==> src/rtl/reaction_game_ctrl_pkg.sv <==
// ----------------------------------------------------------------------------
// reaction_game_ctrl_pkg
// Shared types and encodings for the reaction game sequencer:
//   state_t            - top-level game states
//   SEL_*              - select codes understood by the seven-segment driver
//   MODE_*             - difficulty encodings (2'b11 is never produced)
//   FAULT_TIMEOUT_VAL  - number shown after a reaction timeout
//   next_mode()        - menu cycling order easy -> regular -> hard -> easy
// ----------------------------------------------------------------------------
package reaction_game_ctrl_pkg;

    typedef enum logic [2:0] {
        MENU,
        ARM,
        RUN,
        RESULT,
        FAULT
    } state_t;

    localparam logic [1:0] SEL_MENU  = 2'd0;
    localparam logic [1:0] SEL_NUM   = 2'd1;
    localparam logic [1:0] SEL_BLINK = 2'd2;

    localparam logic [1:0] MODE_EASY = 2'b00;
    localparam logic [1:0] MODE_REG  = 2'b01;
    localparam logic [1:0] MODE_HARD = 2'b10;

    localparam logic [13:0] FAULT_TIMEOUT_VAL = 14'd9999;

    function automatic logic [1:0] next_mode(input logic [1:0] m);
        case (m)
            MODE_EASY: return MODE_REG;
            MODE_REG:  return MODE_HARD;
            default:   return MODE_EASY;
        endcase
    endfunction

endpackage

==> src/rtl/reaction_game_ctrl_lfsr.sv <==
// ----------------------------------------------------------------------------
// game_lfsr8
// 8-bit Fibonacci LFSR, polynomial x^8 + x^6 + x^5 + x^4 + 1 (maximal length,
// 255 states). Free-running: advances on every clock edge out of reset.
//   clk  - tick clock
//   rst  - asynchronous, active-high; loads seed
//   seed - reset value, must be nonzero (all-zero is a lock-up state)
//   q    - current LFSR value
// ----------------------------------------------------------------------------
module game_lfsr8 (
    input  logic       clk,
    input  logic       rst,
    input  logic [7:0] seed,
    output logic [7:0] q
);

    always_ff @(posedge clk or posedge rst) begin
        if (rst) begin
            q <= seed;
        end else begin
            // taps 8,6,5,4 -> bits 7,5,4,3; shift toward the MSB
            q <= {q[6:0], q[7] ^ q[5] ^ q[4] ^ q[3]};
        end
    end

endmodule

==> src/rtl/reaction_game_ctrl.sv <==
// ----------------------------------------------------------------------------
// reaction_game_ctrl
// Top-level sequencer for the reaction game, one tick = one clk_500Hz cycle.
// Flow: mode menu -> random arm delay -> GO (measure reaction) -> result or
// fault screen -> back to the menu on a start press.
//   clk_500Hz  - tick clock (2 ms)
//   rst        - asynchronous, active-high reset
//   btn_start  - debounced start button level
//   btn_react  - debounced reaction button level
//   btn_mode   - debounced mode button level
//   number     - value for the display driver, 0..9999
//   select     - display mode: 0 menu, 1 steady number, 2 blinking number
//   mode       - difficulty: 00 easy, 01 regular, 10 hard
//   led_go     - lit while waiting for the reaction press
// All outputs are registered and change on the edge that samples the press.
// ----------------------------------------------------------------------------
module reaction_game_ctrl
    import reaction_game_ctrl_pkg::*;
#(
    parameter int         DELAY_MIN_TICKS = 250,
    parameter int         LIMIT_EASY_MS   = 2000,
    parameter int         LIMIT_REG_MS    = 1000,
    parameter int         LIMIT_HARD_MS   = 500,
    parameter int         MS_PER_TICK     = 2,
    parameter logic [7:0] LFSR_SEED       = 8'h01
) (
    input  logic        clk_500Hz,
    input  logic        rst,
    input  logic        btn_start,
    input  logic        btn_react,
    input  logic        btn_mode,
    output logic [13:0] number,
    output logic [1:0]  select,
    output logic [1:0]  mode,
    output logic        led_go
);

    localparam logic [9:0]  DELAY_MIN = 10'(DELAY_MIN_TICKS);
    localparam logic [13:0] STEP      = 14'(MS_PER_TICK);
    localparam logic [13:0] LIM_EASY  = 14'(LIMIT_EASY_MS);
    localparam logic [13:0] LIM_REG   = 14'(LIMIT_REG_MS);
    localparam logic [13:0] LIM_HARD  = 14'(LIMIT_HARD_MS);

    // A limit above 9998 could never be told apart from the timeout code, and
    // one that is not a multiple of the step would be skipped over.
    if (LIMIT_EASY_MS > 9998 || LIMIT_REG_MS > 9998 || LIMIT_HARD_MS > 9998 ||
        MS_PER_TICK < 1 ||
        (LIMIT_EASY_MS % MS_PER_TICK) != 0 ||
        (LIMIT_REG_MS  % MS_PER_TICK) != 0 ||
        (LIMIT_HARD_MS % MS_PER_TICK) != 0) begin : g_bad_limits
        $error("reaction_game_ctrl: limits must be <= 9998 and multiples of MS_PER_TICK");
    end
    if (LFSR_SEED == 8'h00) begin : g_bad_seed
        $error("reaction_game_ctrl: LFSR_SEED must be nonzero");
    end

    state_t      state;
    logic [9:0]  delay_cnt;
    logic [13:0] elapsed;
    logic [13:0] elapsed_step;
    logic [14:0] elapsed_sum;
    logic [13:0] limit;
    logic [7:0]  lfsr;
    logic [2:0]  btns;
    logic [2:0]  btn_prev;
    logic [2:0]  press;
    logic        primed;
    logic        start_p;
    logic        react_p;
    logic        mode_p;

    game_lfsr8 u_lfsr (
        .clk  (clk_500Hz),
        .rst  (rst),
        .seed (LFSR_SEED),
        .q    (lfsr)
    );

    // Rising-edge detect. primed stays low for the first tick after reset so a
    // button already held while reset releases is absorbed into btn_prev
    // instead of firing; it has to be released and pressed again.
    assign btns    = {btn_start, btn_react, btn_mode};
    assign press   = btns & ~btn_prev & {3{primed}};
    assign start_p = press[2];
    assign react_p = press[1];
    assign mode_p  = press[0];

    // Elapsed time as it will be after this tick, saturating at 9999.
    assign elapsed_sum  = {1'b0, elapsed} + {1'b0, STEP};
    assign elapsed_step = (elapsed_sum > {1'b0, FAULT_TIMEOUT_VAL}) ?
                          FAULT_TIMEOUT_VAL : elapsed_sum[13:0];

    always_comb begin
        case (mode)
            MODE_REG:  limit = LIM_REG;
            MODE_HARD: limit = LIM_HARD;
            default:   limit = LIM_EASY;
        endcase
    end

    always_ff @(posedge clk_500Hz or posedge rst) begin
        if (rst) begin
            state     <= MENU;
            number    <= '0;
            select    <= SEL_MENU;
            mode      <= MODE_EASY;
            led_go    <= 1'b0;
            delay_cnt <= '0;
            elapsed   <= '0;
            btn_prev  <= '0;
            primed    <= 1'b0;
        end else begin
            btn_prev <= btns;
            primed   <= 1'b1;
            case (state)
                MENU: begin
                    if (start_p) begin
                        delay_cnt <= DELAY_MIN + {2'b00, lfsr};
                        number    <= '0;
                        select    <= SEL_NUM;
                        state     <= ARM;
                    end else if (mode_p) begin
                        mode <= next_mode(mode);
                    end
                end
                ARM: begin
                    // A react press while the LED is still dark is a false
                    // start, including on the tick the delay expires.
                    if (react_p) begin
                        number <= '0;
                        select <= SEL_BLINK;
                        state  <= FAULT;
                    end else if (delay_cnt == '0) begin
                        elapsed <= '0;
                        number  <= '0;
                        led_go  <= 1'b1;
                        state   <= RUN;
                    end else begin
                        delay_cnt <= delay_cnt - 10'd1;
                    end
                end
                RUN: begin
                    // The press is credited with this tick's time, so a press
                    // on the tick the limit is reached still scores the limit.
                    if (react_p) begin
                        number <= elapsed_step;
                        led_go <= 1'b0;
                        state  <= RESULT;
                    end else if (elapsed_step >= limit) begin
                        number <= FAULT_TIMEOUT_VAL;
                        select <= SEL_BLINK;
                        led_go <= 1'b0;
                        state  <= FAULT;
                    end else begin
                        elapsed <= elapsed_step;
                        number  <= elapsed_step;
                    end
                end
                RESULT, FAULT: begin
                    // react outranks start here, so a combined press is dropped
                    if (start_p && !react_p) begin
                        number <= '0;
                        select <= SEL_MENU;
                        state  <= MENU;
                    end
                end
                default: begin
                    number <= '0;
                    select <= SEL_MENU;
                    led_go <= 1'b0;
                    state  <= MENU;
                end
            endcase
        end
    end

endmodule

==> config.mk <==
export PLATFORM = sky130hd
export DESIGN_NAME = reaction_game_ctrl
export DESIGN_NICKNAME = d
export VERILOG_FILES = /design/src/rtl/reaction_game_ctrl_pkg.sv /design/src/rtl/reaction_game_ctrl_lfsr.sv /design/src/rtl/reaction_game_ctrl.sv
export SDC_FILE = /design/constraint.sdc
export NUM_CORES = 1
export LEC_CHECK = 0
export ABC_AREA = 1
export CAP_MARGIN = 20
export CORE_MARGIN = 5
export CORE_UTILIZATION = 25
export CTS_CLUSTER_SIZE = 12
export DETAILED_ROUTE_END_ITERATION = 10
export PLACE_DENSITY_LB_ADDON = 0.15
export SLEW_MARGIN = 20
export SYNTH_ARGS = -nofsm -noshare
export SYNTH_HDL_FRONTEND = slang
export SYNTH_SLANG_ARGS = --single-unit
==> constraint.sdc <==
create_clock -name clk_500Hz -period 9.57 [get_ports clk_500Hz]
set_clock_uncertainty 0.05 [all_clocks]
set_input_delay 1.914 -clock clk_500Hz [delete_from_list [all_inputs] [get_ports clk_500Hz]]
set_output_delay 1.914 -clock clk_500Hz [all_outputs]
set_load 0.01 [all_outputs]
* After elaboration in Yosys (flattened, before gate mapping)
Cells that the tools add are included.
Word-level totals: flip-flop bits (word level) 58, bits in latches 0, RAM bits 0, bits in read-only memories 0, input port bits 5, output and inout port bits 19, logic and storage cells 92, memories kept 0
Operators by class: add/subtract/negate cells 3, multipliers 0, divide/modulo/power cells 0, $lt $le $gt $ge 2, equal/unequal tests 17, shifts and indexed selects 0, muxes and demuxes 36, bitwise logic cells 8, reductions and logical operators 16
Operators with widths (count):
- 14-bit two-way mux | 10
- 14-bit case mux with 4 select lines | 1
- 10-bit two-way mux | 3
- 14-bit case mux with 2 select lines | 1
- 11-bit case mux with 2 select lines | 1
- 10-bit case mux with 2 select lines | 1
- 3-bit two-way mux | 6
- 2-bit != test (second input constant) | 9
- 14-bit by 2-bit adder with 15-bit output (second input constant) | 1
- 15-bit by 14-bit greater-than comparator with 1-bit output (second input constant) | 1
- 14-bit greater-or-equal comparator | 1
- 3-bit case mux with 4 select lines | 1
- 4-bit AND reduction | 3
- 10-bit logical NOT | 1
- 2-bit two-way mux | 5
- 5-bit AND reduction | 2
- 10-bit by 1-bit subtractor with 10-bit output (second input constant) | 1
- 8-bit by 8-bit adder with 9-bit output (first input constant) | 1
- 2-bit case mux with 4 select lines | 1
- 3-bit AND | 2
- 3-bit by 2-bit equality test with 1-bit output (second input constant) | 2
- 3-bit != test (second input constant) | 2
- 3-bit AND reduction | 2
- 1-bit two-way mux | 4
- other kinds (16) | 20

* Depth between registers and ports, before layout
depth in word-level cells 7, depth in mapped cells 27, mapped depth without buffers 26

* Worst setup path before layout
OpenSTA, ideal clock, no wires.
path kind input to register, start point input btn_react, end point register state[0], setup time 0.126 ns, data arrival time 3.193 ns, required time 9.394 ns, path slack 6.201 ns, stages on the path 9, buffers on the path 0, path through nand2_1 > nor2_1 > clkinv_1 > a21boi_0 > nor2_1 > nand2_1 > clkinv_1 > nand2_1 > o21ai_0
On the way: cells in the longest elaborated chain, start to end 6, elaborated cells between the ends (all ways) 11, classes of those cells eq/ne: 3; mux: 3; bitwise: 2; reduce/logical: 3
RTL lines:
- from (decl) | line reaction_game_ctrl.sv:30 | input logic btn_react,
- 3-bit AND (*) (2 in a row) | line reaction_game_ctrl.sv:83 | assign press = btns & ~btn_prev & {3{primed}};
- 1-bit logical NOT | line reaction_game_ctrl.sv:161 | if (start_p && !react_p) begin
- 1-bit logical AND | line reaction_game_ctrl.sv:161
- 2-bit != test (no source line)
- 4-bit AND reduction (no source line)
- to (signal assigned) | line reaction_game_ctrl.sv:153 | state <= FAULT;
- to (signal assigned) | line reaction_game_ctrl.sv:164 | state <= MENU;
- to (signal assigned) | line reaction_game_ctrl.sv:171 | state <= MENU;
- to (decl) | line reaction_game_ctrl.sv:57 | state_t state;
Mark *: on every way between the ends. The rest lies on a longest branch, timed or not. A chain may end at the register's enable or synchronous reset.

* Worst setup path in the final report
start point input btn_react, end point register state[1]
The elaborated chain is that of the path after synthesis.

==> metrics.cfg <==
[global_route]
grt_use_total_pct=12.0
grt_start_max_net_pins=59
antenna_found_initial=0
grtUsageMet1_pct=15.5
grt_busiest_layer=met2
met3_usage_pct=2.30
gr-usage-met2_pct=19.8
grt_pass1_vias=2975
overflow=0
grt_pass1_wl_microns=15400

[clock_network]
root_buffer=clkbuf_16
cts_tree=done
clkLatencyLatePin_ps=330
cts.clk_slew.worst_paths_ps=50
cts_hold_buf=0
cts.repair.resized=0
cts_buffers=9
post_cts_buffers=0
cts_sinks=58
clock_path_buffers=2
htreeDepth=3

[status]
status=finished clean

[critical_path]
rr_worst_depth=24
cp_top_family=buffers and inverters
cp_data_arrival_time_ps=4410
crit_cells=10
crit_type=in -> reg
path_max_fanout=15
critical_path.cell_chain=clkdlybuf4s50_1 -> nand2_1 -> nor2_1 -> clkinv_1 -> a21boi_0 -> nor2_1 -> nand2_1 -> clkinv_1 -> nand2_1 -> o21ai_0
crit_slowest_cell=clkdlybuf4s50_1
cp-end-kind=flip-flop
rrSetupSlack_ps=5760
critical_path.max_stage_delay_ps=470
critPathRequiredTime_ps=9730
crit_top_cell=nand2_1
worst_setup_path_start_kind=input port
worst-path-buf-inv=3

[yosys]
ys.flop_type=dfrtp_1
synth_top_area_share_pct=41.7
syn_nets=477
yosys.area.top_type=dfrtp_1
synthXorXnorAreaFrac_pct=1.54
syn_area_per_cell_sq_um=7.46
synth_enable_flop_cells=0
synth_most_common_cell=nand2_1
synthMuxAreaShare_pct=0
synthSimpleGateAreaFrac_pct=34.4
synth.top_cells.by_count=119 x nand2_1, 67 x nor2_1, 57 x dfrtp_1
async_flop_share_pct=100
synth_compound_area_share_pct=10.3
ys_seq_area_share_pct=42.4
synth-seq-cells=58
synth.area.top_cells=dfrtp_1 42%, nand2_1 13%, nor2_1 7.3%, inv_1 5.2%, nand3_1 5.1%
ys_types=36
synth-adder-area-share_pct=4.75
yosys_warnings=0
syn_inst=459
synth_top_family_by_area=simple AND/OR/NAND/NOR gates
syn_area_sq_um=3420

[power]
power_leakage_uw=0.00197
peakVddDrop_mv=0.101
pwr-share-comb_pct=37.9
power_density_nw_per_um2=270
swShare_pct=37.6
power_frac_seq_pct=29.9
p_int_uw=706
p_sw_uw=426
pwr-share-clk_pct=32.2

[final_layout]
syn_to_final_growth_pct=22.5
nets=506
fin_util_pct=31.4
n_antenna_cell=0
layout-drive-gt1-share_pct=8.72

[sta]
finalCritPeriodShare_pct=44.5
tightest_slew_ps=956
slew_violations=0
max_freq_mhz=235
timing.setup.tns_ps=0
holdWs_ps=356
period_minus_slack_ps=4260
finalHoldViolations=0
max_slew_margin_pct=36.0
setup_viol=0
rsz0062_at_grt=false

[drt]
avgRoutedWirePerCell_microns=13.7
drc=0
num_vias=3045
drtIter0Drc=105
wl_microns=9160
ant_nets=0
dr.pass1.iters=5
vias_per_cell=4.55

[die]
die_w_microns=127
num_rows=42
initial_core_util_pct=25.6
die-area_sq_um=16100
chipHeight_microns=127
core-area_sq_um=13300
io_pins=24

[place]
numPortBuffers=23
place.gp.congestion=0.759
dpl.hpwl_microns=6880

[min_path]
holdPathStages=0
hold_class=reg -> reg

[job]
drv_cap=0

final timing paths:
kind	startpoint	end
hold reg to reg	u_lfsr.q[0]	u_lfsr.q[1]
setup reg to reg	elapsed[2]	elapsed[12]
setup / recovery	btn_react	state[1]
max in group asynchronous	rst	btn_prev[0]
min in group asynchronous	rst	delay_cnt[7]
hold / removal	u_lfsr.q[0]	u_lfsr.q[1]
registers in the layout (all words and copies together), names as in the netlist:
name,cells
elapsed,14
number,14
delay_cnt,10
u_lfsr.q,8
btn_prev,3
state,3
mode,2
select,2
led_go,1
primed,1
logic make-up after synthesis:
family,after synthesis
DFF,58
buffers and inverters,57
other,1
xor gates and xnor gates,6
adders and majority gates,13
AOI/OAI and AO/OA,62
and+or+nand+nor,262
cells in the final DEF (no fill, tap or decap), drive strengths merged, types with 2 or more instances in the layout:
cell / Yosys / final
o21ai: 25 / 25
nor3: 7 / 7
clkinv: 3 / 4
a211oi: 2 / 2
clkbuf: 6 / 12
inv: 47 / 47
a21oi: 24 / 24
or2: 2 / 2
bufinv: 0 / 2
nor4: 2 / 2
nand2: 130 / 130
o211ai: 4 / 4
buf: 1 / 2
clkdlybuf4s50: 0 / 23
dfrtp: 57 / 57
xor2: 2 / 2
nand4: 8 / 8
nand3: 36 / 36
ha: 13 / 13
nor2: 74 / 74
nand3b: 2 / 2
o311ai: 2 / 2
xnor2: 4 / 4
power groups by stage:
stage / sequential (uW) / combinational [uW] / clock, uW
global route: 347 / 493 / 382
finish: 339 / 429 / 364
floorplan: 342 / 290 / 0
detailed placement: 344 / 434 / 0
global placement: 345 / 426 / 0
CTS: 341 / 437 / 373
final cells by class:
type                            count  area, sq um
Inverter                           50          188
Tap cell                          176          220
Multi-Input combinational cell    344         1750
Timing Repair Buffer               25          245
Sequential cell                    58         1450
Clock buffer                       12          267
Clock inverter                      4         72.6
Fill cell                        1445         9160
per-stage QoR:
| step | cells | area (sq um) | power (uW) | setup slack [ps] |
|---|---|---|---|---|
| after floorplan | 459 | 3420 | 633 | 6180 |
| after global placement | 653 | 3850 | 770 | 5060 |
| after detailed placement | 653 | 3850 | 778 | 4880 |
| after CTS | 669 | 4190 | 1150 | 5240 |
| after global routing | 669 | 4190 | 1220 | 5020 |
| final | 669 | 4190 | 1130 | 5310 |
routing by layer:
metal | up-vias | wire length, microns
met3 | 14 | 203
met4 | 0 | 155
met1 | 1442 | 4430
met2 | 46 | 4370
met5 | - | 0
li1 | 1543 | -
No activity file was read; power rests on OpenSTA's default activity.
